--- src/rtl/ctrl_pipe_unit_pkg.sv ---
// Shared definitions for the instruction control unit: opcodes, ALU codes,
// sequencer states and the decoded control word.
package ctrl_pkg;

    localparam int OP_SETC = 1;
    localparam int OP_CLRC = 2;
    localparam int OP_NOT  = 3;
    localparam int OP_INC  = 4;
    localparam int OP_DEC  = 5;
    localparam int OP_IN   = 6;
    localparam int OP_OUT  = 7;
    localparam int OP_PUSH = 8;
    localparam int OP_POP  = 9;
    localparam int OP_LDD  = 10;
    localparam int OP_STD  = 12;
    localparam int OP_LDM  = 13;
    localparam int OP_JZ   = 16;
    localparam int OP_JN   = 17;
    localparam int OP_JC   = 18;
    localparam int OP_CALL = 20;
    localparam int OP_RET  = 21;
    localparam int OP_RETI = 22;
    localparam int OP_MOV  = 24;
    localparam int OP_ADD  = 25;
    localparam int OP_SUB  = 26;
    localparam int OP_AND  = 28;
    localparam int OP_OR   = 29;
    localparam int OP_SHL  = 30;
    localparam int OP_SHR  = 31;

    localparam int ALU_W = 4;
    typedef logic [ALU_W-1:0] alu_op_t;

    localparam alu_op_t ALU_NOT  = 4'd1;
    localparam alu_op_t ALU_INC  = 4'd2;
    localparam alu_op_t ALU_DEC  = 4'd3;
    localparam alu_op_t ALU_MOV  = 4'd4;
    localparam alu_op_t ALU_ADD  = 4'd5;
    localparam alu_op_t ALU_SUB  = 4'd6;
    localparam alu_op_t ALU_AND  = 4'd7;
    localparam alu_op_t ALU_OR   = 4'd8;
    localparam alu_op_t ALU_SHL  = 4'd9;
    localparam alu_op_t ALU_SHR  = 4'd10;
    localparam alu_op_t ALU_SETC = 4'd11;
    localparam alu_op_t ALU_CLRC = 4'd12;
    localparam alu_op_t ALU_ADDR = 4'd13;

    typedef enum logic [1:0] {JMP_NONE, JMP_Z, JMP_N, JMP_C} jump_t;
    typedef enum logic [1:0] {IDLE, CALL_PUSH, RET_FLAGS, RET_POP} state_t;
    typedef enum logic [1:0] {SEQ_NONE, SEQ_CALL, SEQ_RET, SEQ_RETI} seq_t;

    typedef struct packed {
        logic    mem_read;
        logic    mem_write;
        logic    wb;
        alu_op_t alu_op;
        logic    push;
        logic    pop;
        logic    in_port;
        logic    out_port;
        logic    imm;
        logic    one_operand;
        jump_t   jump_type;
        logic    pc_save;
        logic    pc_restore;
        logic    flags_restore;
    } ctrl_word_t;

    function automatic int wsel_width(int words);
        return (words > 1) ? $clog2(words) : 1;
    endfunction

endpackage

--- src/rtl/ctrl_pipe_unit_if.sv ---
// Bundle of fetch-side inputs and pipelined control outputs of ctrl_pipe_unit.
interface ctrl_pipe_unit_if
    import ctrl_pkg::*;
#(
    parameter int OPCODE_W = 5,
    parameter int ALU_OP_W = 4,
    parameter int STAGES   = 4,
    parameter int PC_WORDS = 2
);
    localparam int WSEL_W = wsel_width(PC_WORDS);

    logic [OPCODE_W-1:0] opcode;
    logic                instr_valid;
    logic                stall;
    logic                flush;

    logic [STAGES-1:0]   mem_read_pipe;
    logic [STAGES-1:0]   mem_write_pipe;
    logic [STAGES-1:0]   wb_pipe;
    logic [ALU_OP_W-1:0] alu_op_ex;
    logic                push;
    logic                pop;
    logic                in_port;
    logic                out_port;
    logic                imm;
    logic                one_operand;
    logic [1:0]          jump_type;
    logic                pc_save;
    logic                pc_restore;
    logic                flags_restore;
    logic [WSEL_W-1:0]   word_sel;
    logic                busy;

    modport master (
        output opcode, instr_valid, stall, flush,
        input  mem_read_pipe, mem_write_pipe, wb_pipe, alu_op_ex,
        input  push, pop, in_port, out_port, imm, one_operand, jump_type,
        input  pc_save, pc_restore, flags_restore, word_sel, busy
    );

    modport slave (
        input  opcode, instr_valid, stall, flush,
        output mem_read_pipe, mem_write_pipe, wb_pipe, alu_op_ex,
        output push, pop, in_port, out_port, imm, one_operand, jump_type,
        output pc_save, pc_restore, flags_restore, word_sel, busy
    );

endinterface

--- src/rtl/ctrl_pipe_unit_decoder.sv ---
// Combinational opcode decoder: control word plus a request for the
// multi-cycle CALL/RET/RETI sequencer.
module ctrl_decoder
    import ctrl_pkg::*;
#(
    parameter int OPCODE_W = 5
) (
    input  logic [OPCODE_W-1:0] opcode,
    input  logic                instr_valid,
    output ctrl_word_t          word,
    output seq_t                seq
);

    always_comb begin
        word = '0;
        seq  = SEQ_NONE;
        if (instr_valid) begin
            case (int'(opcode))
                OP_SETC: word.alu_op = ALU_SETC;
                OP_CLRC: word.alu_op = ALU_CLRC;
                OP_NOT:  begin word.alu_op = ALU_NOT; word.one_operand = 1'b1; end
                OP_INC:  begin word.alu_op = ALU_INC; word.one_operand = 1'b1; end
                OP_DEC:  begin word.alu_op = ALU_DEC; word.one_operand = 1'b1; end
                OP_IN:   word.in_port  = 1'b1;
                OP_OUT:  word.out_port = 1'b1;
                OP_PUSH: word.push     = 1'b1;
                OP_POP:  word.pop      = 1'b1;
                OP_LDD:  begin word.mem_read  = 1'b1; word.alu_op = ALU_ADDR; end
                OP_STD:  begin word.mem_write = 1'b1; word.alu_op = ALU_ADDR; end
                OP_LDM:  begin word.mem_read  = 1'b1; word.imm = 1'b1; end
                OP_MOV:  word.alu_op = ALU_MOV;
                OP_ADD:  word.alu_op = ALU_ADD;
                OP_SUB:  word.alu_op = ALU_SUB;
                OP_AND:  word.alu_op = ALU_AND;
                OP_OR:   word.alu_op = ALU_OR;
                OP_SHL:  begin word.alu_op = ALU_SHL; word.imm = 1'b1; end
                OP_SHR:  begin word.alu_op = ALU_SHR; word.imm = 1'b1; end
                OP_JZ:   word.jump_type = JMP_Z;
                OP_JN:   word.jump_type = JMP_N;
                OP_JC:   word.jump_type = JMP_C;
                OP_CALL: seq = SEQ_CALL;
                OP_RET:  seq = SEQ_RET;
                OP_RETI: seq = SEQ_RETI;
                default: ;
            endcase
        end
        word.wb = ((word.alu_op != '0) || word.mem_read) && !word.mem_write;
    end

endmodule

--- src/rtl/ctrl_pipe_unit.sv ---
// Instruction control unit: registers the decoded word into stage 0, shifts
// memory/write-back controls down the pipe and sequences CALL/RET/RETI.
module ctrl_pipe_unit
    import ctrl_pkg::*;
#(
    parameter int OPCODE_W    = 5,
    parameter int ALU_OP_W    = 4,
    parameter int STAGES      = 4,
    parameter int FLUSH_DEPTH = 2,
    parameter int PC_WORDS    = 2
) (
    input  logic             clk,
    input  logic             rst,
    ctrl_pipe_unit_if.slave  bus
);

    localparam int                WSEL_W    = wsel_width(PC_WORDS);
    localparam logic [WSEL_W-1:0] LAST_WORD = WSEL_W'(PC_WORDS - 1);

    ctrl_word_t        dec_word;
    seq_t              dec_seq;
    state_t            state_reg, state_next;
    logic [WSEL_W-1:0] cnt_reg, cnt_next;
    ctrl_word_t        s0_reg, s0_next;
    logic [WSEL_W-1:0] wsel_reg;
    alu_op_t           alu1_reg;
    logic [STAGES-1:0] mr_all, mw_all, wb_all;

    ctrl_decoder #(.OPCODE_W(OPCODE_W)) u_decoder (
        .opcode      (bus.opcode),
        .instr_valid (bus.instr_valid),
        .word        (dec_word),
        .seq         (dec_seq)
    );

    always_ff @(posedge clk or posedge rst) begin
        if (rst) begin
            state_reg <= IDLE;
            cnt_reg   <= '0;
        end else begin
            state_reg <= state_next;
            cnt_reg   <= cnt_next;
        end
    end

    // New opcodes are only looked at in IDLE; while busy fetch holds the PC.
    always_comb begin
        state_next = state_reg;
        cnt_next   = cnt_reg;
        if (bus.flush) begin
            state_next = IDLE;
            cnt_next   = '0;
        end else if (!bus.stall) begin
            case (state_reg)
                IDLE: begin
                    cnt_next = '0;
                    case (dec_seq)
                        SEQ_CALL: state_next = CALL_PUSH;
                        SEQ_RET:  state_next = RET_POP;
                        SEQ_RETI: state_next = RET_FLAGS;
                        default:  state_next = IDLE;
                    endcase
                end
                RET_FLAGS: begin
                    state_next = RET_POP;
                    cnt_next   = '0;
                end
                default: begin
                    if (cnt_reg == LAST_WORD) begin
                        state_next = IDLE;
                        cnt_next   = '0;
                    end else begin
                        cnt_next = cnt_reg + 1'b1;
                    end
                end
            endcase
        end
    end

    // Step outputs are derived from the next state so they land in stage 0
    // on the same edge that enters the state.
    always_comb begin
        s0_next = '0;
        case (state_next)
            IDLE: begin
                if (state_reg == IDLE) s0_next = dec_word;
            end
            CALL_PUSH: begin
                s0_next.push    = 1'b1;
                s0_next.pc_save = 1'b1;
            end
            RET_FLAGS: begin
                s0_next.pop           = 1'b1;
                s0_next.flags_restore = 1'b1;
            end
            RET_POP: begin
                s0_next.pop        = 1'b1;
                s0_next.pc_restore = 1'b1;
            end
            default: ;
        endcase
    end

    always_ff @(posedge clk or posedge rst) begin
        if (rst) begin
            s0_reg   <= '0;
            wsel_reg <= '0;
        end else if (bus.flush) begin
            s0_reg   <= '0;
            wsel_reg <= '0;
        end else if (!bus.stall) begin
            s0_reg   <= s0_next;
            wsel_reg <= cnt_next;
        end
    end

    always_ff @(posedge clk or posedge rst) begin
        if (rst)
            alu1_reg <= '0;
        else if ((bus.flush && (FLUSH_DEPTH > 1)) || bus.stall)
            alu1_reg <= '0;
        else
            alu1_reg <= s0_reg.alu_op;
    end

    assign mr_all[0] = s0_reg.mem_read;
    assign mw_all[0] = s0_reg.mem_write;
    assign wb_all[0] = s0_reg.wb;

    // Stage 1 takes a bubble on stall while older stages keep draining.
    for (genvar gi = 1; gi < STAGES; gi++) begin : g_stage
        localparam bit FLUSHED = (gi < FLUSH_DEPTH);
        localparam bit BUBBLE  = (gi == 1);
        logic mr_q, mw_q, wb_q;

        always_ff @(posedge clk or posedge rst) begin
            if (rst) begin
                mr_q <= 1'b0;
                mw_q <= 1'b0;
                wb_q <= 1'b0;
            end else if ((bus.flush && FLUSHED) || (bus.stall && BUBBLE)) begin
                mr_q <= 1'b0;
                mw_q <= 1'b0;
                wb_q <= 1'b0;
            end else begin
                mr_q <= mr_all[gi-1];
                mw_q <= mw_all[gi-1];
                wb_q <= wb_all[gi-1];
            end
        end

        assign mr_all[gi] = mr_q;
        assign mw_all[gi] = mw_q;
        assign wb_all[gi] = wb_q;
    end

    assign bus.mem_read_pipe  = mr_all;
    assign bus.mem_write_pipe = mw_all;
    assign bus.wb_pipe        = wb_all;
    assign bus.alu_op_ex      = ALU_OP_W'(alu1_reg);
    assign bus.push           = s0_reg.push;
    assign bus.pop            = s0_reg.pop;
    assign bus.in_port        = s0_reg.in_port;
    assign bus.out_port       = s0_reg.out_port;
    assign bus.imm            = s0_reg.imm;
    assign bus.one_operand    = s0_reg.one_operand;
    assign bus.jump_type      = s0_reg.jump_type;
    assign bus.pc_save        = s0_reg.pc_save;
    assign bus.pc_restore     = s0_reg.pc_restore;
    assign bus.flags_restore  = s0_reg.flags_restore;
    assign bus.word_sel       = wsel_reg;
    assign bus.busy           = (state_reg != IDLE);

endmodule

--- src/flat_wrapper.sv ---
// flat-port wrapper written by rule: the top's interface ports become plain ports
module ctrl_pipe_unit_flat import ctrl_pkg::*;
#(
    parameter int OPCODE_W    = 5,
    parameter int ALU_OP_W    = 4,
    parameter int STAGES      = 4,
    parameter int FLUSH_DEPTH = 2,
    parameter int PC_WORDS    = 2
)
  (clk, rst, bus_opcode, bus_instr_valid, bus_stall, bus_flush, bus_mem_read_pipe, bus_mem_write_pipe, bus_wb_pipe, bus_alu_op_ex, bus_push, bus_pop, bus_in_port, bus_out_port, bus_imm, bus_one_operand, bus_jump_type, bus_pc_save, bus_pc_restore, bus_flags_restore, bus_word_sel, bus_busy);
  ctrl_pipe_unit_if #(.OPCODE_W(OPCODE_W), .ALU_OP_W(ALU_OP_W), .STAGES(STAGES), .PC_WORDS(PC_WORDS)) bus_i ();
  input  logic clk;
  input  logic rst;
  input wire logic [$bits(bus_i.opcode)-1:0] bus_opcode;
  input wire logic [$bits(bus_i.instr_valid)-1:0] bus_instr_valid;
  input wire logic [$bits(bus_i.stall)-1:0] bus_stall;
  input wire logic [$bits(bus_i.flush)-1:0] bus_flush;
  output wire logic [$bits(bus_i.mem_read_pipe)-1:0] bus_mem_read_pipe;
  output wire logic [$bits(bus_i.mem_write_pipe)-1:0] bus_mem_write_pipe;
  output wire logic [$bits(bus_i.wb_pipe)-1:0] bus_wb_pipe;
  output wire logic [$bits(bus_i.alu_op_ex)-1:0] bus_alu_op_ex;
  output wire logic [$bits(bus_i.push)-1:0] bus_push;
  output wire logic [$bits(bus_i.pop)-1:0] bus_pop;
  output wire logic [$bits(bus_i.in_port)-1:0] bus_in_port;
  output wire logic [$bits(bus_i.out_port)-1:0] bus_out_port;
  output wire logic [$bits(bus_i.imm)-1:0] bus_imm;
  output wire logic [$bits(bus_i.one_operand)-1:0] bus_one_operand;
  output wire logic [$bits(bus_i.jump_type)-1:0] bus_jump_type;
  output wire logic [$bits(bus_i.pc_save)-1:0] bus_pc_save;
  output wire logic [$bits(bus_i.pc_restore)-1:0] bus_pc_restore;
  output wire logic [$bits(bus_i.flags_restore)-1:0] bus_flags_restore;
  output wire logic [$bits(bus_i.word_sel)-1:0] bus_word_sel;
  output wire logic [$bits(bus_i.busy)-1:0] bus_busy;
  assign bus_i.opcode = bus_opcode;
  assign bus_i.instr_valid = bus_instr_valid;
  assign bus_i.stall = bus_stall;
  assign bus_i.flush = bus_flush;
  assign bus_mem_read_pipe = bus_i.mem_read_pipe;
  assign bus_mem_write_pipe = bus_i.mem_write_pipe;
  assign bus_wb_pipe = bus_i.wb_pipe;
  assign bus_alu_op_ex = bus_i.alu_op_ex;
  assign bus_push = bus_i.push;
  assign bus_pop = bus_i.pop;
  assign bus_in_port = bus_i.in_port;
  assign bus_out_port = bus_i.out_port;
  assign bus_imm = bus_i.imm;
  assign bus_one_operand = bus_i.one_operand;
  assign bus_jump_type = bus_i.jump_type;
  assign bus_pc_save = bus_i.pc_save;
  assign bus_pc_restore = bus_i.pc_restore;
  assign bus_flags_restore = bus_i.flags_restore;
  assign bus_word_sel = bus_i.word_sel;
  assign bus_busy = bus_i.busy;
  ctrl_pipe_unit #(.OPCODE_W(OPCODE_W), .ALU_OP_W(ALU_OP_W), .STAGES(STAGES), .FLUSH_DEPTH(FLUSH_DEPTH), .PC_WORDS(PC_WORDS)) u_core (.clk(clk), .rst(rst), .bus(bus_i));
endmodule
--- config.mk ---
export PLATFORM = sky130hd
export DESIGN_NAME = ctrl_pipe_unit_flat
export DESIGN_NICKNAME = d
export VERILOG_FILES = /design/src/rtl/ctrl_pipe_unit_pkg.sv /design/src/rtl/ctrl_pipe_unit_if.sv /design/src/rtl/ctrl_pipe_unit_decoder.sv /design/src/rtl/ctrl_pipe_unit.sv /design/src/flat_wrapper.sv
export SDC_FILE = /design/constraint.sdc
export NUM_CORES = 1
export LEC_CHECK = 0
export ABC_AREA = 1
export BUFFER_PORTS_ARGS = -buffer_cell sky130_fd_sc_hd__clkbuf_2
export CAP_MARGIN = 20
export CORE_MARGIN = 2
export CORE_UTILIZATION = 50
export DETAILED_ROUTE_END_ITERATION = 10
export GPL_TIMING_DRIVEN = 0
export PLACE_DENSITY_LB_ADDON = 0.15
export SLEW_MARGIN = 30
export SYNTH_ARGS = -nofsm -noshare
export SYNTH_HDL_FRONTEND = slang
export SYNTH_HIERARCHICAL = 1
export SYNTH_SLANG_ARGS = --single-unit
--- constraint.sdc ---
create_clock -name clk -period 2.7 [get_ports clk]
set_input_delay 0.135 -clock clk [delete_from_list [all_inputs] [get_ports clk]]
set_output_delay 0.135 -clock clk [all_outputs]
set_load 0.005 [all_outputs]
Word-level counts from Yosys, hierarchy flattened
Cells that the tools add are included.
{"block": "word_totals", "output_inout_bits": 29, "register_bits": 35, "inputBits": 10, "word_cells": 114}
{"block": "op_classes", "addsub": 1, "mux": 39, "reduce_logical": 14, "eq_ne": 33}
{"operator": "5-bit == test, second input constant", "count": 13}
{"operator": "18-bit two-way mux", "count": 3}
{"operator": "4-bit one-hot mux with 13 select lines", "count": 1}
{"operator": "5-bit by 4-bit == test with 1-bit output, second input constant", "count": 5}
{"operator": "5-bit by 3-bit == test with 1-bit output, second input constant", "count": 4}
{"operator": "2-bit one-hot mux with 3 select lines", "count": 3}
{"operator": "1-bit two-way mux", "count": 17}
{"operator": "12-bit two-way mux", "count": 1}
{"operator": "2-bit == test, second input constant", "count": 5}
{"operator": "5-bit by 2-bit == test with 1-bit output, second input constant", "count": 2}
{"operator": "2-bit two-way mux", "count": 5}
{"operator": "1-bit one-hot mux with 2 select lines", "count": 5}
{"operator": "2-bit OR reduction", "count": 4}
{"operator": "7-bit two-way mux", "count": 1}
{"operator": "6-bit two-way mux", "count": 1}
{"operator": "3-bit OR reduction", "count": 2}
{"operator": "5-bit by 1-bit == test with 1-bit output, second input constant", "count": 1}
{"operator": "2-bit by 1-bit == test with 1-bit output, second input constant", "count": 2}
{"operator": "2-bit logical NOT", "count": 2}
{"operator": "4-bit two-way mux", "count": 1}
{"operator": "2-bit one-hot mux with 2 select lines", "count": 1}
{"operator": "4-bit nonzero test", "count": 1}
{"operator": "1-bit logical OR", "count": 2}
{"operator": "2-bit by 1-bit != test with 1-bit output, second input constant", "count": 1}
{"operator": "4 further kinds", "count": 4}

Logic depth before layout (Yosys ltp)
{"block": "depth", "ltp_word": 13, "depth_mapped": 19, "ltp_nobuf": 18}

By module
Netlist, hierarchy kept.
{"mod": "ctrl_pipe_unit", "cells_each": 161, "seq_area_each_um2": 875.8, "area_each_um2": 1581.5, "n_inst": 1}
{"mod": "ctrl_decoder", "cells_each": 75, "seq_area_each_um2": 0.0, "area_each_um2": 382.9, "n_inst": 1}

Worst setup path before layout
Ideal clock, no wire load.
{"block": "synth_timing", "path_type": "in2reg", "start": "input port bus_opcode[4]", "end": "register u_core.s0_reg (netlist bit u_core/bus.mem_write_pipe[0])", "t_arrival_ns": 1.978, "stages": 16, "slack_ns": 0.645, "t_required_ns": 2.623, "path_cell_list": "buf_2 > nand2_1 > nor3_1 > inv_1 > ha_1 > nor2_1 > nand2_1 > nand3_1 > nand2_1 > inv_1 > ha_1 > inv_1 > nor2_8 > buf_6 > nand3_1 > o21ai_1"}
{"block": "synth_between", "elab_chain_cells": 12, "word_cells_on_any_way": 20}
{"item": "from (decl)", "line_no": "flat_wrapper.sv:14", "text": "input wire logic [$bits(bus_i.opcode)-1:0] bus_opcode;"}
{"item": "5-bit == test", "line_no": "ctrl_pipe_unit_decoder.sv:18", "text": "case (int'(opcode))"}
{"item": "2-bit one-hot mux with 3 select lines (*)", "line_no": "ctrl_pipe_unit_decoder.sv:18"}
{"item": "2-bit two-way mux (*)", "line_no": "ctrl_pipe_unit_decoder.sv:17", "text": "if (instr_valid) begin"}
{"item": "net u_core.dec_seq[0]", "line_no": "ctrl_pipe_unit.sv:21", "text": "seq_t dec_seq;"}
{"item": "2-bit == test / 2-bit by 1-bit == test with 1-bit output (equally long branches)", "line_no": "ctrl_pipe_unit.sv:57", "text": "case (dec_seq)"}
{"item": "2-bit one-hot mux with 3 select lines (*)", "line_no": "ctrl_pipe_unit.sv:57"}
{"item": "2-bit one-hot mux with 2 select lines (*)", "line_no": "ctrl_pipe_unit.sv:54", "text": "case (state_reg)"}
{"item": "2-bit two-way mux (*)", "line_no": "ctrl_pipe_unit.sv:53", "text": "end else if (!bus.stall) begin"}
{"item": "2-bit two-way mux (*)", "line_no": "ctrl_pipe_unit.sv:50", "text": "if (bus.flush) begin"}
{"item": "net u_core.state_next[1]", "line_no": "ctrl_pipe_unit.sv:22", "text": "state_t state_reg, state_next;"}
{"item": "2-bit logical NOT (*)", "line_no": "ctrl_pipe_unit.sv:84", "text": "case (state_next)"}
{"item": "7-bit two-way mux (*)", "line_no": "ctrl_pipe_unit.sv:84"}
{"item": "18-bit two-way mux (*)", "line_no": "ctrl_pipe_unit.sv:111", "text": "end else if (!bus.stall) begin"}
{"item": "18-bit two-way mux (*)", "line_no": "ctrl_pipe_unit.sv:108", "text": "end else if (bus.flush) begin"}
{"item": "to (signal assigned)", "line_no": "ctrl_pipe_unit.sv:112", "text": "s0_reg <= s0_next;"}
{"item": "to (decl)", "line_no": "ctrl_pipe_unit.sv:24", "text": "ctrl_word_t s0_reg, s0_next;"}
The timed path passes the listed nets; every way through them passes the cells marked *. The select of a mux whose other input is x is not followed.
A chain may end at the register's enable or synchronous reset.

Worst setup path in the final report
{"block": "layout_timing", "start": "input port bus_opcode[2]", "end": "register u_core.s0_reg (netlist bit u_core/bus.wb_pipe[0])"}
Same word-level chain as after synthesis.

==> run summary <==
vias in the first global route: 1410
Crit Path Class: in -> reg
ys flop type: dfrtp_1
Routed Antenna Nets: 0
drt drc: 0
post-route minimum period: 2.24 ns
Fill cells: 325
Req. time, crit path: 2.90 ns
register area share after synthesis: 44.6%
Die W: 66.7 um
leading area contributor after synthesis: dfrtp_1
dpl cells: 322
RSZ-0062 raised after global routing: no
std cell rows: 22
post_cts resized: 0
fmax: 446 MHz
CTS tree: yes
crit path capture type: flop
Post-Synthesis Cells: 236
worst slew pin tran: 0.703 ns
top cells by count, synth: nand2_1, dfrtp_1, inv_1
total grt overflow: 0
clock-pin slew of the registers on the worst-case setup and hold paths: 0.07 ns
TritonCTS Sinks: 35
async set-or-reset flop fraction in the synthesized netlist: 100%
flop-to-flop setup slack: 0.75 ns
outcome: finished, final reports clean
die area: 0.00445 mm2
r2r startpoint: u_core/state_reg[0]$_DFF_PP0_
drt initial violations: 80
peak supply drop: 282 uV
Clock Tree Buf Depth: 2
crit start category: input port
post-synthesis register bit count: 35
Reg area: 876 um2
Cell Area, Synth: 0.00196 mm2
grt met2 use: 29.1%
pwr dens: 504 mW/mm2
total track usage: 19.4%
Via density: 4.86
Post-CTS Setup Inserts: 0
first-pass GRT wire length: 6.32 mm
Routability Congestion: 0.881
synthesis-to-finish area growth: 19.1%
fin. max-slew vios: 0
# IOs: 39
Crit Path Max Fanout: 10
fraction of layout cells with a size suffix above 1: 34.3%
Multi-input gate area: 797 um2
Placeable Area: 0.00372 mm2
Final Hold Viols: 0
post-synth top area share: 44.6%
hold_buf cts: 1
count leader, synth: nand2_1
Hold Crit Class: in -> reg
syn_area_per_cell: 8.32 um2
Critical Path AT: 2.44 ns
CTS buffer count: 5
Post-Route Hold Slack: 0.190 ns
initial antenna violation count: 0
WHS Endpoint: u_core/bus.push$_DFFE_PP0P_
first-pass detailed-route iteration total: 4
GR Util met3: 3.04%
ranking of synthesized cells by area: dfrtp_1, nand2_1, buf_4
Post-DP HPWL: 2.95 mm
Die Y: 66.7 um
EDFF count, synth: 0
worst rel slew slack: 53.1%
n_diodes: 0
worst r2r path cells: 11
routing usage on met1: 27.5%
Initial Utilization: 52.9%
Clock Tree Root: clkbuf_8
Setup Skew: 0.00584 ns
Finished Layout Cells: 331
H-Tree Depth: 2
Synth Warn #: 6
worst reg2reg path endpoint: u_core/bus.wb_pipe[0]$_DFFE_PP0P_
WHS Path Cells: 4
Final period util: 83.1%
max_cap viols: 0
most used routing layer: met2
worst hold start: bus_stall
Finish-stage setup viols: 0
Pleak: 1.29 nW
IO Port Bufs: 36
Yosys cell types: 31
WL per Instance: 11.5 um
total number of vias: 1609
largest net degree at the start of global routing: 36
sum of negative setup slack: 0 ns
Final Net Count: 299
Total Wirelength: 3.81 mm
Clock Latency Late Sink: 0.28 ns
critical path: stages:
cell and delay (ns):
clkbuf_2 0.14, inv_2 0.06, nor2_2 0.14, inv_1 0.09
nor3_1 0.25, inv_1 0.08, ha_1 0.19, nor2_1 0.08
nand2_1 0.09, nand3_1 0.13, nand2_1 0.14, inv_1 0.13
ha_1 0.18, inv_1 0.10, nor2_8 0.17, buf_6 0.15
nand3_1 0.08, o21ai_1 0.09
power by group:
| part | leakage, nW | total (W) | internal [W] | switching, W |
|---|---|---|---|---|
| sequential | 0.485 | 0.000541 | 0.000535 | 0.00000592 |
| clock | 0.0612 | 0.000480 | 0.000299 | 0.000181 |
| combinational | 0.743 | 0.000159 | 0.0000565 | 0.000102 |
| total | 1.29 | 0.00118 | 0.000890 | 0.000289 |
final cells by class:
type / instances / area share (%)
Timing Repair Buffer: 37 / 8.13
Inverter: 33 / 5.29
Clock inverter: 2 / 1.50
Multi-Input combinational cell: 147 / 34.1
Clock buffer: 6 / 3.53
Buffer: 23 / 7.49
Sequential cell: 35 / 37.4
Tap cell: 48 / 2.57
per-layer routing:
| layer | vias up | wire [um] |
|---|---|---|
| met5 | - | 0 |
| met4 | 0 | 53 |
| met3 | 4 | 172 |
| met2 | 45 | 1710 |
| met1 | 735 | 1870 |
| li1 | 825 | - |
cells in the final DEF, fill, tap and decap left out, types with 7 or more instances in the layout:
cell type / netlist / final
buf_4: 19 / 19
clkbuf_2: 0 / 36
dfrtp_1: 35 / 35
ha_1: 7 / 7
inv_1: 24 / 23
inv_2: 9 / 10
nand2_1: 45 / 45
nand3_1: 21 / 21
nor2_1: 17 / 17
o21ai_1: 12 / 12
worst max-delay path by stage:
stage                                          endpoint  slack, ns     startpoint  depth (start not counted)
3_3_place_gp          u_core/bus.wb_pipe[0]$_DFFE_PP0P_       0.20  bus_opcode[2]                         18
5_1_grt                   u_core/s0_reg[14]$_DFFE_PP0P_       0.22  bus_opcode[2]                         18
3_5_place_dp          u_core/bus.wb_pipe[0]$_DFFE_PP0P_       0.18  bus_opcode[2]                         18
4_1_cts               u_core/bus.wb_pipe[0]$_DFFE_PP0P_       0.47  bus_opcode[2]                         18
2_1_floorplan  u_core/bus.mem_write_pipe[0]$_DFFE_PP0P_       0.65  bus_opcode[4]                         16
6_report              u_core/bus.wb_pipe[0]$_DFFE_PP0P_       0.46  bus_opcode[2]                         18
logic make-up after synthesis:
logic type      share of synthesized area (%)
flops                                    44.6
fa+ha+maj                                4.46
buf+inv                                  15.2
other cells                             0.191
simple gates                             26.6
compound gates                           8.98
stage by stage:
stage	instance area [um2]	worst slack [ns]	utilization [%]	power (W)
2_1_floorplan	1970	0.645	-	0.000665
3_3_place_gp	2210	0.202	59.5	0.000710
3_5_place_dp	2210	0.183	59.5	0.000710
4_1_cts	2340	0.472	63.0	0.00119
5_1_grt	2340	0.220	63.0	0.00123
6_report	2340	0.456	63.0	0.00118
(Power assumes the default switching activity.)
